$ cat config.mk
export PLATFORM = sky130hd
export DESIGN_NAME = ka_fork_ctrl_n_flat
export DESIGN_NICKNAME = d
export VERILOG_FILES = /design/src/rtl/ka_fork_ctrl_n_if.sv /design/src/rtl/ka_fork_ctrl_n.sv /design/src/flat_wrapper.sv
export SDC_FILE = /design/constraint.sdc
export NUM_CORES = 1
export LEC_CHECK = 0
export ABC_CLOCK_PERIOD_IN_PS = 2600
export BUFFER_PORTS_ARGS = -buffer_cell sky130_fd_sc_hd__buf_2
export CORE_MARGIN = 4
export CORE_UTILIZATION = 30
export CTS_BUF_LIST = sky130_fd_sc_hd__clkbuf_8
export DETAILED_ROUTE_END_ITERATION = 12
export PLACE_DENSITY = 0.61
export SLEW_MARGIN = 10
export SYNTH_ARGS = -nofsm -noshare
export SYNTH_HDL_FRONTEND = slang
export SYNTH_SLANG_ARGS = --single-unit
$ cat constraint.sdc
create_clock -name clk -period 2.6 [get_ports clk]
set_input_delay 0.52 -clock clk [delete_from_list [all_inputs] [get_ports clk]]
set_output_delay 0.52 -clock clk [all_outputs]
set_load 0.05 [all_outputs]
$ cat src/rtl/ka_fork_ctrl_n_if.sv
// Request/ack bundle for the ka fork controller: one upstream target port
// fanned out to N_CH downstream initiator channels.
interface ka_fork_ctrl_n_if #(
  parameter int N_CH = 3
);
  logic            t_req;
  logic            t_ack;
  logic [N_CH-1:0] sel;
  logic [N_CH-1:0] i_req;
  logic [N_CH-1:0] i_ack;

  modport master (
    output t_req, sel, i_ack,
    input  t_ack, i_req
  );

  modport slave (
    input  t_req, sel, i_ack,
    output t_ack, i_req
  );
endinterface

$ cat src/rtl/ka_fork_ctrl_n.sv
// N-way fork controller for the ka request/ack fabric with completion counter.
// Optional stall watchdog built when KA_FORK_TIMEOUT_EN is defined.
//
// state  | meaning
// IDLE   | no transaction in flight; sel drives the fork directly
// ACTIVE | transaction open; mask_q/done_q track outstanding channels
module ka_fork_ctrl_n #(
  parameter int N_CH    = 3,
  parameter int CNT_W   = 16,
  parameter int TO_W    = 12,
  parameter int TIMEOUT = 1024
) (
  input  logic                  clk,
  input  logic                  reset_n,
  ka_fork_ctrl_n_if.slave       bus,
  output logic [CNT_W-1:0]      txn_cnt,
  output logic                  busy,
  input  logic                  clr_err,
  output logic                  err_to,
  output logic [N_CH-1:0]       err_ch
);

  typedef enum logic {IDLE, ACTIVE} state_t;

  state_t          state, state_nxt;
  logic [N_CH-1:0] mask_q, mask_nxt;
  logic [N_CH-1:0] done_q, done_nxt;
  logic [N_CH-1:0] m;
  logic [N_CH-1:0] i_req_c;
  logic            t_ack_c;

  always_ff @(posedge clk or negedge reset_n) begin
    if (!reset_n) begin
      state  <= IDLE;
      mask_q <= '0;
      done_q <= '0;
    end else begin
      state  <= state_nxt;
      mask_q <= mask_nxt;
      done_q <= done_nxt;
    end
  end

  // Outputs are gated by reset_n so nothing leaks out while reset is held.
  always_comb begin
    state_nxt = state;
    mask_nxt  = mask_q;
    done_nxt  = done_q;
    m         = (state == IDLE) ? bus.sel : mask_q;
    i_req_c   = {N_CH{bus.t_req & reset_n}} & m & ~done_q;
    t_ack_c   = bus.t_req & reset_n & (&(~m | done_q | bus.i_ack));
    case (state)
      IDLE: begin
        if (bus.t_req && !t_ack_c) begin
          state_nxt = ACTIVE;
          mask_nxt  = bus.sel;
          done_nxt  = i_req_c & bus.i_ack;
        end
      end
      ACTIVE: begin
        if (t_ack_c) begin
          state_nxt = IDLE;
          mask_nxt  = '0;
          done_nxt  = '0;
        end else begin
          done_nxt  = done_q | (i_req_c & bus.i_ack);
        end
      end
      default: state_nxt = IDLE;
    endcase
  end

  assign bus.i_req = i_req_c;
  assign bus.t_ack = t_ack_c;
  assign busy      = (state == ACTIVE);

  always_ff @(posedge clk or negedge reset_n) begin
    if (!reset_n) begin
      txn_cnt <= '0;
    end else if (bus.t_req && t_ack_c) begin
      txn_cnt <= txn_cnt + 1'b1;
    end
  end

`ifdef KA_FORK_TIMEOUT_EN
  localparam logic [TO_W-1:0] TO_LIM = TO_W'(TIMEOUT);

  logic [TO_W-1:0] wd_q;
  logic            wd_fire;

  // Fires only on the step that lands on the limit, so err_ch is captured once.
  assign wd_fire = (state == ACTIVE) && !t_ack_c && (wd_q == TO_LIM - 1'b1);

  always_ff @(posedge clk or negedge reset_n) begin
    if (!reset_n) begin
      wd_q <= '0;
    end else if ((state == ACTIVE) && !t_ack_c) begin
      if (wd_q != TO_LIM) wd_q <= wd_q + 1'b1;
    end else begin
      wd_q <= '0;
    end
  end

  always_ff @(posedge clk or negedge reset_n) begin
    if (!reset_n) begin
      err_to <= 1'b0;
      err_ch <= '0;
    end else if (wd_fire) begin
      err_to <= 1'b1;
      err_ch <= mask_q & ~done_q;
    end else if (clr_err) begin
      err_to <= 1'b0;
      err_ch <= '0;
    end
  end
`else
  logic            unused_clr;
  logic [TO_W-1:0] unused_to;

  assign unused_clr = clr_err;
  assign unused_to  = TO_W'(TIMEOUT);
  assign err_to     = 1'b0;
  assign err_ch     = '0;
`endif

endmodule

$ cat src/flat_wrapper.sv
// flat-port wrapper written by rule: the top's interface ports become plain ports
module ka_fork_ctrl_n_flat 
#(
  parameter int N_CH    = 3,
  parameter int CNT_W   = 16,
  parameter int TO_W    = 12,
  parameter int TIMEOUT = 1024
)
  (clk, reset_n, txn_cnt, busy, clr_err, err_to, err_ch, bus_t_req, bus_sel, bus_i_ack, bus_t_ack, bus_i_req);
  ka_fork_ctrl_n_if #(.N_CH(N_CH)) bus_i ();
  input  logic clk;
  input  logic reset_n;
  output logic [CNT_W-1:0] txn_cnt;
  output logic busy;
  input  logic clr_err;
  output logic err_to;
  output logic [N_CH-1:0] err_ch;
  input wire logic [$bits(bus_i.t_req)-1:0] bus_t_req;
  input wire logic [$bits(bus_i.sel)-1:0] bus_sel;
  input wire logic [$bits(bus_i.i_ack)-1:0] bus_i_ack;
  output wire logic [$bits(bus_i.t_ack)-1:0] bus_t_ack;
  output wire logic [$bits(bus_i.i_req)-1:0] bus_i_req;
  assign bus_i.t_req = bus_t_req;
  assign bus_i.sel = bus_sel;
  assign bus_i.i_ack = bus_i_ack;
  assign bus_t_ack = bus_i.t_ack;
  assign bus_i_req = bus_i.i_req;
  ka_fork_ctrl_n #(.N_CH(N_CH), .CNT_W(CNT_W), .TO_W(TO_W), .TIMEOUT(TIMEOUT)) u_core (.clk(clk), .reset_n(reset_n), .bus(bus_i), .txn_cnt(txn_cnt), .busy(busy), .clr_err(clr_err), .err_to(err_to), .err_ch(err_ch));
endmodule
-- After elaboration in Yosys (flattened, before gate mapping)
Index checks and enable logic that the tools add are counted.
- logic and storage cells: 33
- register bits after elaboration: 23
- multiplexer cells: 10
- equality and inequality tests: 2
- add/sub/neg operators: 1
- bitwise logic cells: 11
- reductions and logical operators: 5
- operators by type and width (cell ; number):
    adder 16 x 1 -> 16 bit, second input constant ; 1
    two-way mux 3 bit ; 5
    one-hot mux 3 bit (2 select lines) ; 2
    AND 3 bit ; 3
    OR 3 bit ; 3
    inverter 3 bit ; 2
    != test 2 bit, second input constant ; 2
    AND reduction 3 bit ; 1
    AND 1 bit ; 2
    logical AND 1 bit ; 2
    two-way mux 1 bit ; 2
    one-hot mux 1 bit (2 select lines) ; 1
    AND reduction 2 bit ; 1
    zero test 1 bit ; 1
    inverter 1 bit ; 1

-- Logic depth before layout (Yosys ltp)
- depth after elaboration: 10
- mapped depth: 8
- gate-level depth less buffers: 6

-- Worst setup path after synthesis
Ideal clock, no wire load.
- kind: flip-flop to flip-flop
- from: register u_core.state, in the netlist u_core.busy
- to: register u_core.done_q[0]
- setup time: 0.101 ns
- arrival: 2.794 ns
- setup slack: -0.295 ns
- cell stages (with the launch flop): 6
- path buffers: 1
- period minus slack after synthesis: 2.895 ns
- data required time: 2.499 ns
- cell sequence: dfrtp_1 > buf_6 > mux2_4 > nor3b_1 > a2111oi_0 > nor4_1
- RTL lines (what ; RTL line ; text):
    start, declared ; ka_fork_ctrl_n.sv:25 ; state_t state, state_nxt;
    start signal, assigned ; ka_fork_ctrl_n.sv:38 ; state <= state_nxt;
    two-way mux 3 bit (*) ; ka_fork_ctrl_n.sv:49 ; m = (state == IDLE) ? bus.sel : mask_q;
    AND 3 bit (*) (2 in series) ; ka_fork_ctrl_n.sv:50 ; i_req_c = {N_CH{bus.t_req & reset_n}} & m & ~done_q;
    via bus_i_req[0] ; flat_wrapper.sv:22 ; output wire logic [$bits(bus_i.i_req)-1:0] bus_i_req;
    AND 3 bit (*) ; ka_fork_ctrl_n.sv:57, ka_fork_ctrl_n.sv:66 ;
    OR 3 bit ; ka_fork_ctrl_n.sv:66 ; done_nxt = done_q | (i_req_c & bus.i_ack);
    two-way mux 3 bit ; ka_fork_ctrl_n.sv:61 ; if (t_ack_c) begin
    one-hot mux 3 bit (2 select lines) (*) ; ka_fork_ctrl_n.sv:52 ; case (state)
    end signal, assigned ; ka_fork_ctrl_n.sv:40 ; done_q <= done_nxt;
    end, declared ; ka_fork_ctrl_n.sv:27 ; logic [N_CH-1:0] done_q, done_nxt;
Mark *: on every way through the listed nets, which the timed path passes. The rest lies on a longest branch. The select of a mux whose other input is x is not followed.
A chain may end at the register's enable or synchronous reset.

-- Final worst setup path
- from: register u_core.state, in the netlist u_core.busy
- to: output bus_t_ack
- word-level cells in the longest chain between the ends: 6
- RTL lines (what ; RTL line ; text):
    two-way mux 3 bit ; ka_fork_ctrl_n.sv:49 ;
    inverter 3 bit ; ka_fork_ctrl_n.sv:51 ; t_ack_c = bus.t_req & reset_n & (&(~m | done_q | bus.i_ack));
    OR 3 bit (2 in series) ; ka_fork_ctrl_n.sv:51 ;
    AND reduction 3 bit ; ka_fork_ctrl_n.sv:51 ;
    AND 1 bit ; ka_fork_ctrl_n.sv:51 ;
    end, declared ; flat_wrapper.sv:21 ; output wire logic [$bits(bus_i.t_ack)-1:0] bus_t_ack;
No other way between the ends.

==> reports/results.txt <==
The floorplan step defined a die boundary enclosing 5120 um2. Setup repair after global routing left no endpoint under its margin. For the via count of the first global-routing pass, the log shows 982.

The uppermost metal layer occupied by signal nets was met4. The tools report the post-layout instance area as 1440 um2. The buffer levels on the longest clock path is 2, and the fraction of synthesized area in multiplexers is 2.89%.

The number of max-capacitance violations reported came out at 0. The final total negative setup slack is 0 ps, and the proportion of layout cells with a drive suffix above 1 is 29.8%. For this configuration, the core starts out at a cell density of 32.1%.

For the maximum vdd drop, the log shows 0.000568 V. The number of antenna diodes in the final layout is 0. For the row count, the log shows 22. Synthesis handed over a netlist of 120 instances. For this run, the number of Yosys warnings is 0. The number of pins exceeding their max-slew limit in the final report came out at 0. TritonCTS built the clock tree. The run gives 35 as the boundary pin count. The synthesized design contains 23 register bits. The detailed router finished its first iteration with 14 violations. Clock latency on the worst-skew pair, taken at its later pin, is 260 ps.

Type of destination of the critical path: a primary output. The run gives 0 as the final number of setup-violating endpoints. The critical setup path kind is reg2out. Once detail routing completed, the nets flagged for antenna violations numbered 0. The power density over the cells works out to 887 nW/um2.

Timing would allow up to 411 MHz. Global routing used 10.7% of the available tracks across all layers. The worst hold path belongs to the class in2async.

In this run the horizontal extent of the chip is 71.6 um. The region available for standard cell placement spans 3770 um2. The clock tree skew after final layout was 3.28 ps; the minimum clock period was 2430 ps. The clock-pin transition on the worst setup and hold timing paths is 70 ps. In this run, post-CTS hold repair placed 0 buffers. In this run the post-CTS setup repair buffer count came out at 0.

The synthesized netlist occupies a cell area of 1210 um2. For flop-to-flop paths, the worst setup slack is 460 ps. Via density per instance: 4.93.

The die is 71.6 um tall. The highest fanout seen on the critical path works out to 12. The cell sitting at the root of the clock tree is a sky130_fd_sc_hd__clkbuf_8.

The wire length on met2 is 1210 um. The share of the synthesized area in compound gates (AO/OA/AOI/OAI) is 9.18%, and the total length of routed wires is 2580 um. Summed over all nets, wire length on met3 after detailed routing comes to 122 um.

The placed instances occupy a cell area of 1400 um2. The xor and xnor fraction of the mapped netlist area was 10.8%; the fraction of the mapped netlist area in simple logic gates was 22.0%. Number of antenna violations at the first check in global routing: 0. The logs give 0.796 for the placer's final routability congestion estimate and 24 for the largest net degree at the start of global routing. The synthesized netlist contains 31 unique library cells. The clock net in this run drives a total of 23 sinks. Sequential cells were found to cover 47.5% of the synthesized design area. For the final hold violation count, the log shows 0. Fill cells in the final layout number 382. The flow ran to the end, and the final reports show no timing, DRC or antenna violations. Detailed placement finished with a half-perimeter wire length of 2020 um. The run gives 1 as the level count of the clock H-tree.

After synthesis, the largest family of logic cells by area is simple AND/OR/NAND/NOR gates. The final routed wire length divided by cell count works out to 12.9 um. At the worst endpoint, the required time is 2080 ps. In this run the tool buffered the top-level ports with 29 buffer cells. The synthesis-to-finish area growth is 19.1%, and the wire length of the first global-routing pass is 4400 um. The tools report the number of gates resized after CTS as 0. The remaining routing DRC violations is 0.

The part of the cycle the worst path needs works out to 93.6%. For this design the static power due to leakage is 0.696 nW. The launching element type of the critical path was a flop. The run gives 4 as the number of search-and-repair iterations in the first detailed-routing pass. Clock tree synthesis inserted a total of 3 buffers. For this run the aggregate overflow at the end of global routing stands at 0.

The adder and majority gate portion of the synthesized area was 1.03%. For this block, wires on met1 add up to 1220 um. The average cell area after synthesis is 10.1 um2, and the arrival time at the worst endpoint is 1910 ps. The total vias in the final route came out at 981. The net total in the final layout was 163.
-- worst paths after layout --
check | from | to | depth (start not counted)
max | u_core.busy | bus_t_ack | 5
min | reset_n | u_core.mask_q[1] | 2
max reg2reg | u_core.busy | u_core.txn_cnt[11] | 6
min reg2reg | u_core.txn_cnt[15] | u_core.txn_cnt[15] | 1
max in group asynchronous | reset_n | u_core.txn_cnt[3] | 2
min in group clk | u_core.txn_cnt[15] | u_core.txn_cnt[15] | 1
-- Yosys cell counts --
cell                        number  area, um2
sky130_fd_sc_hd__buf_4           4       30.0
sky130_fd_sc_hd__dfrtp_1        23        576
sky130_fd_sc_hd__nand4_1         4       25.0
sky130_fd_sc_hd__nor3_1          1       5.00
sky130_fd_sc_hd__nand2_1        10       37.5
sky130_fd_sc_hd__nor3b_1         4       30.0
sky130_fd_sc_hd__or3_1           1       6.26
sky130_fd_sc_hd__ha_1            1       12.5
sky130_fd_sc_hd__nor4_1          5       31.3
sky130_fd_sc_hd__a21oi_1         7       35.0
sky130_fd_sc_hd__clkbuf_1        2       7.51
sky130_fd_sc_hd__a2111oi_0       3       26.3
sky130_fd_sc_hd__or4_1           1       7.51
sky130_fd_sc_hd__nor2_1          9       33.8
sky130_fd_sc_hd__xnor2_1        12        105
sky130_fd_sc_hd__and4_1          1       8.76
sky130_fd_sc_hd__a21oi_2         1       8.76
sky130_fd_sc_hd__mux2_4          1       15.0
sky130_fd_sc_hd__mux2i_1         2       20.0
sky130_fd_sc_hd__conb_1          1       3.75
sky130_fd_sc_hd__o221ai_2        1       15.0
sky130_fd_sc_hd__nand3_1         7       35.0
sky130_fd_sc_hd__and2_4          1       8.76
sky130_fd_sc_hd__xor2_1          3       26.3
sky130_fd_sc_hd__and3_1          3       18.8
sky130_fd_sc_hd__o2bb2ai_1       3       26.3
sky130_fd_sc_hd__buf_2           1       5.00
sky130_fd_sc_hd__inv_1           2       7.51
sky130_fd_sc_hd__or2_2           3       18.8
sky130_fd_sc_hd__inv_2           1       3.75
sky130_fd_sc_hd__buf_6           2       22.5
-- power by group --
| part | switching [mW] | internal, mW | total [mW] |
|---|---|---|---|
| Combinational | 0.367 | 0.169 | 0.536 |
| Sequential | 0.0936 | 0.437 | 0.531 |
| Clock | 0.109 | 0.105 | 0.214 |
| Total | 0.570 | 0.711 | 1.28 |
-- worst max-delay path, stage by stage (launching register included) --
cell                       delay [ps]
sky130_fd_sc_hd__dfrtp_1          560
sky130_fd_sc_hd__mux2_4           350
sky130_fd_sc_hd__a21oi_2          140
sky130_fd_sc_hd__o221ai_2         110
sky130_fd_sc_hd__inv_2            180
sky130_fd_sc_hd__buf_2            300
-- metal layers --
| layer | vias up | GRT usage, % |
|---|---|---|
| met5 | - | 0 |
| met4 | 0 | 2.92 |
| met3 | 3 | 3.51 |
| met2 | 19 | 17.1 |
| met1 | 481 | 13.7 |
| li1 | 478 | - |
-- cells by family (layout without fill, tap and decap cells) --
logic type | Yosys count | in the layout
AOI/OAI and AO/OA | 15 | 15
xor gates and xnor gates | 15 | 15
adders and majority gates | 1 | 1
buffers and inverters | 12 | 40
DFF | 23 | 23
muxes | 3 | 3
other | 1 | 4
and+or+nand+nor | 50 | 50
-- metrics by stage --
step / hold WS, ps / setup slack, ps / util, % / power [mW] / std cells
floorplan: 224 / 131 / - / 0.954 / 123
global placement: 456 / 460 / 37.1 / 1.06 / 195
detailed placement: 459 / 435 / 37.1 / 1.08 / 195
CTS: 248 / 157 / 38.3 / 1.29 / 199
global route: 267 / 66.2 / 38.3 / 1.36 / 199
finish: 241 / 168 / 38.3 / 1.28 / 199
-- state kept, by name, summed over array words and instances, names as in the netlist --
| name | count |
|---|---|
| u_core.mask_q | 3 |
| u_core.txn_cnt | 16 |
| u_core.busy | 1 |
| u_core.done_q | 3 |
-- layout by cell type, fill, tap and decap left out, drive strengths merged, types with 3 or more instances in the layout --
master	count
nor4	5
or2	3
dfrtp	23
a21oi	8
and3	3
a2111oi	3
clkbuf	3
xnor2	12
nand2	10
nor2	9
inv	4
nand3	7
conb	4
buf	33
nor3b	4
nand4	4
xor2	3
o2bb2ai	3
-- final cells by class --
type	instances	area (um2)	share of cell area (%)
Timing Repair Buffer	33	175	12.1
Inverter	3	11.3	0.780
Tap cell	48	60.1	4.16
Clock buffer	3	41.3	2.86
Multi-Input combinational cell	88	577	39.9
Sequential cell	23	576	39.9
Clock inverter	1	3.75	0.260
Power figures use the tool's default switching activity.
